**src/rtl/nano6502_bus_pkg.sv**
```systemverilog
// nano6502 bus constants shared by the IO-bank decoder and its wait FSM.
// Address map anchors, register offsets and read-select encoding.
package nano6502_bus_pkg;

   localparam logic [15:0] REG_BASE = 16'h0000;
   localparam logic [7:0]  IO_PAGE  = 8'hFE;
   localparam logic [7:0]  VEC_PAGE = 8'hFF;
   localparam logic [15:0] ROM_LO   = 16'hE000;

   localparam logic [1:0] OFS_BANK_L  = 2'd0;
   localparam logic [1:0] OFS_BANK_H  = 2'd1;
   localparam logic [1:0] OFS_ROM_CTL = 2'd2;
   localparam logic [1:0] OFS_WAIT    = 2'd3;

   localparam int ROM_CTL_BIT = 0;

   typedef enum logic [2:0] {
      SEL_FF,
      SEL_RAM,
      SEL_ROM,
      SEL_BANK,
      SEL_REG
   } rd_sel_t;

   typedef enum logic {
      ST_IDLE,
      ST_WAIT
   } wait_st_t;

endpackage

```
**src/rtl/io_bank_decoder_if.sv**
```systemverilog
// CPU-side bus of the IO-bank decoder: address, write data and strobe
// from the 65C02, RDY and read data back to it.
interface io_bank_decoder_if;

   logic [15:0] addr;
   logic        we;
   logic [7:0]  data;
   logic        rdy;
   logic [7:0]  cpu_data;

   modport master (
      output addr, we, data,
      input  rdy, cpu_data
   );

   modport slave (
      input  addr, we, data,
      output rdy, cpu_data
   );

endinterface

```
**src/rtl/io_wait_fsm.sv**
```systemverilog
// Per-access RDY stall generator for slow IO banks.
// The wait count is captured at access start; later register writes do not disturb it.
module io_wait_fsm
   import nano6502_bus_pkg::*;
#(
   parameter int WAIT_W = 3
) (
   input  logic              clk_i,
   input  logic              rst_i,
   input  logic              start_i,
   input  logic [WAIT_W-1:0] wait_i,
   output logic              rdy_o,
   output logic              last_o,
   output logic              busy_o
);

   localparam int CNT_W = (WAIT_W < 3) ? 3 : WAIT_W;

   wait_st_t         st_q, st_d;
   logic [CNT_W-1:0] cnt_q, cnt_d;

   // state and remaining-stall counter
   always_ff @(posedge clk_i or posedge rst_i) begin
      if (rst_i) begin
         st_q  <= ST_IDLE;
         cnt_q <= '0;
      end else begin
         st_q  <= st_d;
         cnt_q <= cnt_d;
      end
   end

   // next state and RDY: a stall of w cycles holds RDY low for exactly w cycles
   always_comb begin
      st_d  = st_q;
      cnt_d = cnt_q;
      rdy_o = 1'b1;
      unique case (st_q)
         ST_IDLE: begin
            if (start_i && (wait_i != '0)) begin
               rdy_o = 1'b0;
               st_d  = ST_WAIT;
               cnt_d = CNT_W'(wait_i) - CNT_W'(1);
            end
         end
         ST_WAIT: begin
            rdy_o = (cnt_q == '0);
            if (cnt_q == '0) begin
               st_d = ST_IDLE;
            end else begin
               cnt_d = cnt_q - CNT_W'(1);
            end
         end
         default: st_d = ST_IDLE;
      endcase
   end

   assign last_o = rdy_o;
   assign busy_o = (st_q == ST_WAIT);

endmodule

```
**src/rtl/io_bank_decoder.sv**
```systemverilog
// nano6502 address decoder: bank/ROM/wait registers, chip selects,
// registered IO-bank strobes and the registered-select CPU read mux.
module io_bank_decoder
   import nano6502_bus_pkg::*;
#(
   parameter int NUM_BANKS    = 8,
   parameter int WAIT_W       = 3,
   parameter int DEFAULT_WAIT = 0
) (
   input  logic                   clk_i,
   input  logic                   rst_i,
   io_bank_decoder_if.slave       cpu,
   output logic                   ram_cs_o,
   output logic                   ram_we_o,
   output logic                   rom_cs_o,
   output logic [NUM_BANKS-1:0]   bank_cs_o,
   output logic                   bank_wr_o,
   input  logic [7:0]             ram_data_i,
   input  logic [7:0]             rom_data_i,
   input  logic [8*NUM_BANKS-1:0] bank_data_i
);

   localparam int BW = (NUM_BANKS > 1) ? $clog2(NUM_BANKS) : 1;

   logic [15:0]       bank_q;
   logic              rom_ctl_q;
   logic [WAIT_W-1:0] wait_q [NUM_BANKS];
   logic [BW-1:0]     acc_bank_q;
   rd_sel_t           sel_q;
   logic [BW-1:0]     sel_bank_q;
   logic [7:0]        reg_rd_q;

   logic          is_reg, is_io, is_vec, in_win;
   logic          bank_ok, io_hit, rom_rd, ram_sel;
   logic          rdy, last, busy, start;
   logic [BW-1:0] cur_bank, io_bank;
   logic [7:0]    reg_val;
   rd_sel_t       sel_d;

   assign cur_bank = bank_q[BW-1:0];
   assign bank_ok  = (bank_q < 16'(NUM_BANKS));
   // an access already stalling keeps the bank it started with
   assign io_bank  = busy ? acc_bank_q : cur_bank;

   assign is_reg  = (cpu.addr[15:2] == REG_BASE[15:2]);
   assign is_io   = (cpu.addr[15:8] == IO_PAGE);
   assign is_vec  = (cpu.addr[15:8] == VEC_PAGE);
   assign in_win  = (cpu.addr >= ROM_LO) && !is_io && !is_vec
                    && !rom_ctl_q;
   assign io_hit  = is_io && (busy || bank_ok);
   assign rom_rd  = !cpu.we && (is_vec || in_win);
   assign ram_sel = !is_reg && !is_io && !rom_rd;

   assign start = is_io && bank_ok;

   io_wait_fsm #(.WAIT_W(WAIT_W)) u_wait (
      .clk_i   (clk_i),
      .rst_i   (rst_i),
      .start_i (start),
      .wait_i  (wait_q[cur_bank]),
      .rdy_o   (rdy),
      .last_o  (last),
      .busy_o  (busy)
   );

   assign cpu.rdy  = rdy;
   assign ram_cs_o = ram_sel && !rst_i;
   assign rom_cs_o = rom_rd && !rst_i;
   assign ram_we_o = ram_cs_o && cpu.we && rdy;

   // register read value for the current address
   always_comb begin
      reg_val = 8'h00;
      unique case (cpu.addr[1:0])
         OFS_BANK_L:  reg_val = bank_q[7:0];
         OFS_BANK_H:  reg_val = bank_q[15:8];
         OFS_ROM_CTL: reg_val = {7'd0, rom_ctl_q};
         OFS_WAIT:    reg_val = bank_ok ? 8'(wait_q[cur_bank]) : 8'h00;
         default:     reg_val = 8'h00;
      endcase
   end

   // read source chosen by the decode priority
   always_comb begin
      sel_d = SEL_RAM;
      if (is_reg) begin
         sel_d = SEL_REG;
      end else if (is_io) begin
         sel_d = io_hit ? SEL_BANK : SEL_FF;
      end else if (rom_rd) begin
         sel_d = SEL_ROM;
      end
   end

   // zero-page control registers; writes never reach RAM
   always_ff @(posedge clk_i or posedge rst_i) begin
      if (rst_i) begin
         bank_q    <= 16'h0000;
         rom_ctl_q <= 1'b0;
         for (int k = 0; k < NUM_BANKS; k++) begin
            wait_q[k] <= WAIT_W'(DEFAULT_WAIT);
         end
      end else if (is_reg && cpu.we && rdy) begin
         unique case (cpu.addr[1:0])
            OFS_BANK_L:  bank_q[7:0]  <= cpu.data;
            OFS_BANK_H:  bank_q[15:8] <= cpu.data;
            OFS_ROM_CTL: rom_ctl_q    <= cpu.data[ROM_CTL_BIT];
            OFS_WAIT: begin
               if (bank_ok) begin
                  wait_q[cur_bank] <= cpu.data[WAIT_W-1:0];
               end
            end
            default: ;
         endcase
      end
   end

   // remember the bank of an access while it is not stalled
   always_ff @(posedge clk_i or posedge rst_i) begin
      if (rst_i) begin
         acc_bank_q <= '0;
      end else if (!busy) begin
         acc_bank_q <= cur_bank;
      end
   end

   // strobes and read select, captured only on the final cycle of an access
   always_ff @(posedge clk_i or posedge rst_i) begin
      if (rst_i) begin
         bank_cs_o  <= '0;
         bank_wr_o  <= 1'b0;
         sel_q      <= SEL_FF;
         sel_bank_q <= '0;
         reg_rd_q   <= 8'hFF;
      end else if (last) begin
         bank_cs_o  <= io_hit ? (NUM_BANKS'(1) << io_bank) : '0;
         bank_wr_o  <= io_hit && cpu.we;
         sel_q      <= sel_d;
         sel_bank_q <= io_bank;
         reg_rd_q   <= reg_val;
      end else begin
         bank_cs_o <= '0;
         bank_wr_o <= 1'b0;
      end
   end

   // CPU read data from the registered select
   always_comb begin
      cpu.cpu_data = 8'hFF;
      unique case (sel_q)
         SEL_RAM:  cpu.cpu_data = ram_data_i;
         SEL_ROM:  cpu.cpu_data = rom_data_i;
         SEL_BANK: cpu.cpu_data = bank_data_i[8*sel_bank_q +: 8];
         SEL_REG:  cpu.cpu_data = reg_rd_q;
         default:  cpu.cpu_data = 8'hFF;
      endcase
   end

endmodule

```
**src/flat_wrapper.sv**
```systemverilog
// flat-port wrapper written by rule: the top's interface ports become plain ports
module io_bank_decoder_flat import nano6502_bus_pkg::*;
#(
   parameter int NUM_BANKS    = 8,
   parameter int WAIT_W       = 3,
   parameter int DEFAULT_WAIT = 0
)
  (clk_i, rst_i, ram_cs_o, ram_we_o, rom_cs_o, bank_cs_o, bank_wr_o, ram_data_i, rom_data_i, bank_data_i, cpu_addr, cpu_we, cpu_data, cpu_rdy, cpu_cpu_data);
  io_bank_decoder_if cpu_i ();
  input  logic clk_i;
  input  logic rst_i;
  output logic ram_cs_o;
  output logic ram_we_o;
  output logic rom_cs_o;
  output logic [NUM_BANKS-1:0] bank_cs_o;
  output logic bank_wr_o;
  input  logic [7:0] ram_data_i;
  input  logic [7:0] rom_data_i;
  input  logic [8*NUM_BANKS-1:0] bank_data_i;
  input wire logic [$bits(cpu_i.addr)-1:0] cpu_addr;
  input wire logic [$bits(cpu_i.we)-1:0] cpu_we;
  input wire logic [$bits(cpu_i.data)-1:0] cpu_data;
  output wire logic [$bits(cpu_i.rdy)-1:0] cpu_rdy;
  output wire logic [$bits(cpu_i.cpu_data)-1:0] cpu_cpu_data;
  assign cpu_i.addr = cpu_addr;
  assign cpu_i.we = cpu_we;
  assign cpu_i.data = cpu_data;
  assign cpu_rdy = cpu_i.rdy;
  assign cpu_cpu_data = cpu_i.cpu_data;
  io_bank_decoder #(.NUM_BANKS(NUM_BANKS), .WAIT_W(WAIT_W), .DEFAULT_WAIT(DEFAULT_WAIT)) u_core (.clk_i(clk_i), .rst_i(rst_i), .cpu(cpu_i), .ram_cs_o(ram_cs_o), .ram_we_o(ram_we_o), .rom_cs_o(rom_cs_o), .bank_cs_o(bank_cs_o), .bank_wr_o(bank_wr_o), .ram_data_i(ram_data_i), .rom_data_i(rom_data_i), .bank_data_i(bank_data_i));
endmodule
```
**config.mk**
```make
export PLATFORM = sky130hd
export DESIGN_NAME = io_bank_decoder_flat
export DESIGN_NICKNAME = d
export VERILOG_FILES = /design/src/rtl/nano6502_bus_pkg.sv /design/src/rtl/io_bank_decoder_if.sv /design/src/rtl/io_wait_fsm.sv /design/src/rtl/io_bank_decoder.sv /design/src/flat_wrapper.sv
export SDC_FILE = /design/constraint.sdc
export NUM_CORES = 1
export LEC_CHECK = 0
export CORE_MARGIN = 5
export CORE_UTILIZATION = 58
export CTS_CLUSTER_DIAMETER = 40
export DETAILED_ROUTE_END_ITERATION = 10
export DONT_BUFFER_PORTS = 1
export PLACE_DENSITY = 0.78
export SETUP_SLACK_MARGIN = 0.05
export SLEW_MARGIN = 20
export SYNTH_ARGS = -nofsm -noshare
export SYNTH_HDL_FRONTEND = slang
export SYNTH_SLANG_ARGS = --single-unit
```
**constraint.sdc**
```tcl
create_clock -name clk_i -period 3.2 [get_ports clk_i]
set_clock_uncertainty 0.2 [all_clocks]
set_input_delay 0.64 -clock clk_i [delete_from_list [all_inputs] [get_ports clk_i]]
set_output_delay 0.64 -clock clk_i [all_outputs]
set_load 0.02 [all_outputs]
```
==> impl_metrics.prom <==
# TYPE chip_impl_metric gauge
chip_impl_metric{name="worstPathBufferInverterCount",unit=""} 2
chip_impl_info{name="timing.critical_path.max_delay_family",value="simple AND/OR/NAND/NOR gates"} 1
chip_impl_metric{name="first_pass_grt_wire_length",unit="µm"} 18300
chip_impl_metric{name="critical_path.max_fanout",unit=""} 8
chip_impl_metric{name="worstPathArrival",unit="ns"} 2.24
chip_impl_metric{name="grt.total_usage",unit="%"} 24.2
chip_impl_metric{name="fraction_of_the_cycle_the_final_worst_path_needs",unit="%"} 96.1
chip_impl_metric{name="gr-usage-met2",unit="%"} 39.9
chip_impl_metric{name="synth.mux.area_fraction",unit="%"} 30.5
chip_impl_info{name="reg_to_reg_end",value="u_core.wait_q[5]"} 1
chip_impl_metric{name="grt_overflow_total",unit=""} 0
chip_impl_metric{name="synth_async_sr_flop_share",unit="%"} 100
chip_impl_metric{name="totalPowerFinal",unit="mW"} 1.89
chip_impl_metric{name="dr.pass1.iters",unit=""} 4
chip_impl_info{name="rsz0062_at_grt",value="no"} 1
chip_impl_metric{name="global_route.usage.met1",unit="%"} 29.2
chip_impl_info{name="top_usage_layer",value="met2"} 1
chip_impl_metric{name="syn_area_cell",unit="µm²"} 12.4
chip_impl_metric{name="grt_start_max_net_pins",unit=""} 72
chip_impl_metric{name="io_pins",unit=""} 128
chip_impl_metric{name="slew_headroom",unit="%"} 42.0
chip_impl_metric{name="cap_viol_max_count",unit=""} 0
chip_impl_metric{name="worstPathRequired",unit="ns"} 2.36
chip_impl_metric{name="clockBufferDepth",unit=""} 2
chip_impl_metric{name="post_route_cells_drive_above_1_share",unit="%"} 38.6
chip_impl_metric{name="antenna_found_initial",unit=""} 1
chip_impl_metric{name="die_w",unit="µm"} 97.6
chip_impl_info{name="r2r_start",value="u_core.bank_q[1]"} 1
chip_impl_metric{name="floorplan.core_area",unit="µm²"} 7610
chip_impl_metric{name="die_height",unit="µm"} 97.6
chip_impl_metric{name="die-area",unit="µm²"} 9530
chip_impl_metric{name="rows",unit=""} 32
chip_impl_metric{name="via_count_of_the_first_global_routing_pass",unit=""} 3317
chip_impl_metric{name="syn_inst",unit=""} 359
chip_impl_metric{name="io_buffer_count",unit=""} 0
chip_impl_metric{name="synth.cell_area",unit="µm²"} 4450
chip_impl_info{name="timing.critical_path.slowest_stage_cell",value="sky130_fd_sc_hd__dfrtp_2"} 1
chip_impl_info{name="run_status",value="completed"} 1
chip_impl_metric{name="cts_made_buffers",unit=""} 9
chip_impl_metric{name="synth_compound_gate_area_share",unit="%"} 11.6
chip_impl_metric{name="clk_pin_slew",unit="ns"} 0.08
chip_impl_metric{name="hold_viol_final",unit=""} 0
chip_impl_info{name="timing_worst_setup_path_type",value="flip-flop to output pin"} 1
chip_impl_info{name="cells_traversed_along_the_worst_timing_path",value="buf_4 -> or2_2 -> o221ai_2 -> and4b_4 -> nor3_4 -> inv_2 -> and3_2"} 1
chip_impl_metric{name="max_stage_delay",unit="ns"} 0.49
chip_impl_metric{name="synth_simple_gate_area_share",unit="%"} 12.7
chip_impl_info{name="cp_endpoint_kind",value="output pin"} 1
chip_impl_metric{name="finalWorstPathRequiredPeriod",unit="ns"} 3.08
chip_impl_metric{name="final_core_util",unit="%"} 63.7
chip_impl_metric{name="synth_edf_count",unit=""} 0
chip_impl_info{name="worstSetupStartpoint",value="u_core.bank_q[1]"} 1
chip_impl_metric{name="synth-seq-area-share",unit="%"} 40.1
chip_impl_info{name="ys.flop_type",value="sky130_fd_sc_hd__dfrtp_1"} 1
chip_impl_metric{name="reg2reg_depth",unit=""} 8
chip_impl_metric{name="synthXorXnorAreaFrac",unit="%"} 0.197
chip_impl_metric{name="area.growth.synth_to_final",unit="%"} 8.79
chip_impl_info{name="mostFrequentLayoutCells",value="sky130_fd_sc_hd__dfrtp_1, sky130_fd_sc_hd__mux2_2, sky130_fd_sc_hd__buf_4"} 1
chip_impl_info{name="final_common_cell",value="sky130_fd_sc_hd__dfrtp_1"} 1
chip_impl_metric{name="synth_nets",unit=""} 467
chip_impl_metric{name="setup-violations-final",unit=""} 0
chip_impl_metric{name="grt_use_met3",unit="%"} 7.68
chip_impl_metric{name="fillCellCount",unit=""} 566
chip_impl_info{name="holdCritPathClass",value="input pin to flip-flop"} 1
chip_impl_metric{name="cts.sink_count",unit=""} 71
chip_impl_metric{name="cts_hold_repair_buffers",unit=""} 0
chip_impl_metric{name="synthDistinctLibCells",unit=""} 63
chip_impl_metric{name="effective_utilization_at_floorplan",unit="%"} 58.5
chip_impl_metric{name="final_nets",unit=""} 476
chip_impl_metric{name="wirelength",unit="µm"} 11200
chip_impl_info{name="start_kind",value="flip-flop"} 1
chip_impl_metric{name="synth_fa_ha_area_share",unit="%"} 0.281
chip_impl_metric{name="htree_levels",unit=""} 3
chip_impl_info{name="tritoncts",value="built"} 1
chip_impl_metric{name="gp_congestion",unit=""} 0.894
chip_impl_info{name="synth_area_leader_cell",value="sky130_fd_sc_hd__dfrtp_1"} 1
chip_impl_info{name="ys_top_cells_by_area",value="sky130_fd_sc_hd__dfrtp_1, sky130_fd_sc_hd__mux2_2, sky130_fd_sc_hd__mux4_2"} 1
chip_impl_metric{name="synth.ff_latch_count",unit=""} 71
chip_impl_metric{name="route.detailed.drc",unit=""} 0
chip_impl_metric{name="power.ir.vdd_worst",unit="mV"} 0.282
chip_impl_metric{name="achievable-frequency",unit="GHz"} 0.325
chip_impl_info{name="worst_hold_path.endpoint",value="u_core.reg_rd_q[3]"} 1
chip_impl_metric{name="static-leakage-power",unit="nW"} 2.03
chip_impl_metric{name="dp_slack",unit="ns"} 0.177
chip_impl_info{name="min_from",value="cpu_addr[1]"} 1
chip_impl_metric{name="worst_pin_slew",unit="ns"} 0.870
chip_impl_metric{name="min_delay_path_depth",unit=""} 1
chip_impl_metric{name="final.setup.worst_slack",unit="ns"} 0.125
chip_impl_metric{name="timing_max_transition_violations_final",unit=""} 0
chip_impl_metric{name="netlist.area_leader.share",unit="%"} 35.4
chip_impl_info{name="clk_root_buffer_cell",value="sky130_fd_sc_hd__clkbuf_8"} 1
chip_impl_metric{name="routedWlPerCell",unit="µm"} 23.5
chip_impl_info{name="combinational_family_with_the_most_area_after_synthesis",value="multiplexers"} 1
chip_impl_metric{name="pwr_density_cell",unit="nW/µm²"} 390
chip_impl_metric{name="timing.setup.tns",unit="ns"} 0
chip_impl_metric{name="detailedRoute.firstIterationViolations",unit=""} 191
chip_impl_metric{name="post_drt_via_cell_ratio",unit=""} 6.58
chip_impl_metric{name="route.vias.total",unit=""} 3134
chip_impl_metric{name="warnings_from_yosys",unit=""} 0
chip_impl_metric{name="whs",unit="ns"} 0.133
chip_impl_metric{name="detail-route-antenna-nets",unit=""} 0
chip_impl_metric{name="worstSkewPairLatency",unit="ns"} 0.37
chip_impl_metric{name="ff2ff_setup_slack",unit="ns"} 0.17
chip_impl_metric{name="dp_hpwl",unit="µm"} 8470
Yosys cell counts (3+ instances only):
master	number
sky130_fd_sc_hd__nor2b_1	9
sky130_fd_sc_hd__clkbuf_1	8
sky130_fd_sc_hd__nand3_1	3
sky130_fd_sc_hd__nand2_1	10
sky130_fd_sc_hd__buf_1	3
sky130_fd_sc_hd__nor2_1	17
sky130_fd_sc_hd__mux2_4	8
sky130_fd_sc_hd__and4_1	3
sky130_fd_sc_hd__dfrtp_1	63
sky130_fd_sc_hd__mux4_1	5
sky130_fd_sc_hd__mux2_2	42
sky130_fd_sc_hd__mux2_1	5
sky130_fd_sc_hd__buf_6	3
sky130_fd_sc_hd__o22ai_1	8
sky130_fd_sc_hd__a21oi_1	13
sky130_fd_sc_hd__inv_1	5
sky130_fd_sc_hd__mux4_2	16
sky130_fd_sc_hd__buf_2	3
sky130_fd_sc_hd__nand4_1	10
sky130_fd_sc_hd__mux2i_1	17
sky130_fd_sc_hd__nor3_1	7
sky130_fd_sc_hd__a31oi_1	3
sky130_fd_sc_hd__nor4_1	6
sky130_fd_sc_hd__o31ai_1	6
sky130_fd_sc_hd__and3_1	3
sky130_fd_sc_hd__o21ai_0	11
sky130_fd_sc_hd__o311ai_1	3
sky130_fd_sc_hd__o311ai_4	4
sky130_fd_sc_hd__nand2b_1	12
sky130_fd_sc_hd__buf_4	3
sky130_fd_sc_hd__dfstp_2	8
layer usage:
layer	vias to the layer above	part of all wire [%]
met2	152	50
met1	1541	39
li1	1413	-
met5	-	0
met3	28	8.1
met4	0	3.4
power by group:
group | switching, mW | internal [mW]
clock | 0.362 | 0.520
sequential | 0.00317 | 0.899
combinational | 0.0574 | 0.0455
total | 0.423 | 1.46
how the worst max path moves through the flow:
| stage | slack [ns] | endpoint | cells after the start |
|---|---|---|---|
| 3_3_place_gp | 0.25 | ram_we_o | 6 |
| 3_5_place_dp | 0.18 | ram_we_o | 6 |
| 6_report | 0.12 | ram_we_o | 7 |
| 5_1_grt | 0.04 | ram_we_o | 6 |
| 2_1_floorplan | 0.02 | ram_we_o | 3 |
| 4_1_cts | 0.06 | ram_we_o | 6 |
state kept, by name, indices dropped and copies added (netlist names):
name	count
u_core.u_wait.busy_o	1
u_core.u_wait.cnt_q	3
u_core.reg_rd_q	8
u_core.acc_bank_q	3
u_core.sel_q	3
u_core.sel_bank_q	3
u_core.rom_ctl_q	1
u_core.bank_cs_o	8
u_core.bank_wr_o	1
u_core.bank_q	16
u_core.wait_q	24
timing repair:
item | in CTS | in global routing
buffers inserted | 2 | 1
pin swaps | 2 | 0
setup endpoints to repair | 2 | 2
gates resized for setup | 8 | 3
through the flow:
step / instances / area, µm²
6_report: 476 / 4840
5_1_grt: 476 / 4840
4_1_cts: 474 / 4830
3_5_place_dp: 456 / 4570
3_3_place_gp: 456 / 4570
2_1_floorplan: 359 / 4460
cells by family after synthesis:
kind of cell	count (synthesis)
AOI/OAI and AO/OA	64
xor gates and xnor gates	1
adders and majority gates	1
buffers and inverters	33
DFF	71
muxes	95
and+or+nand+nor	94
cell type report:
class | instances | area [µm²] | area share (%)
Multi-Input combinational cell | 255 | 2470 | 50.9
Clock buffer | 9 | 124 | 2.56
Tap cell | 102 | 128 | 2.63
Inverter | 6 | 26.3 | 0.542
Antenna cell | 1 | 2.50 | 0.0517
Sequential cell | 71 | 1790 | 36.9
Timing Repair Buffer | 25 | 188 | 3.87
Clock inverter | 7 | 120 | 2.48
(Power assumes the default switching activity.)
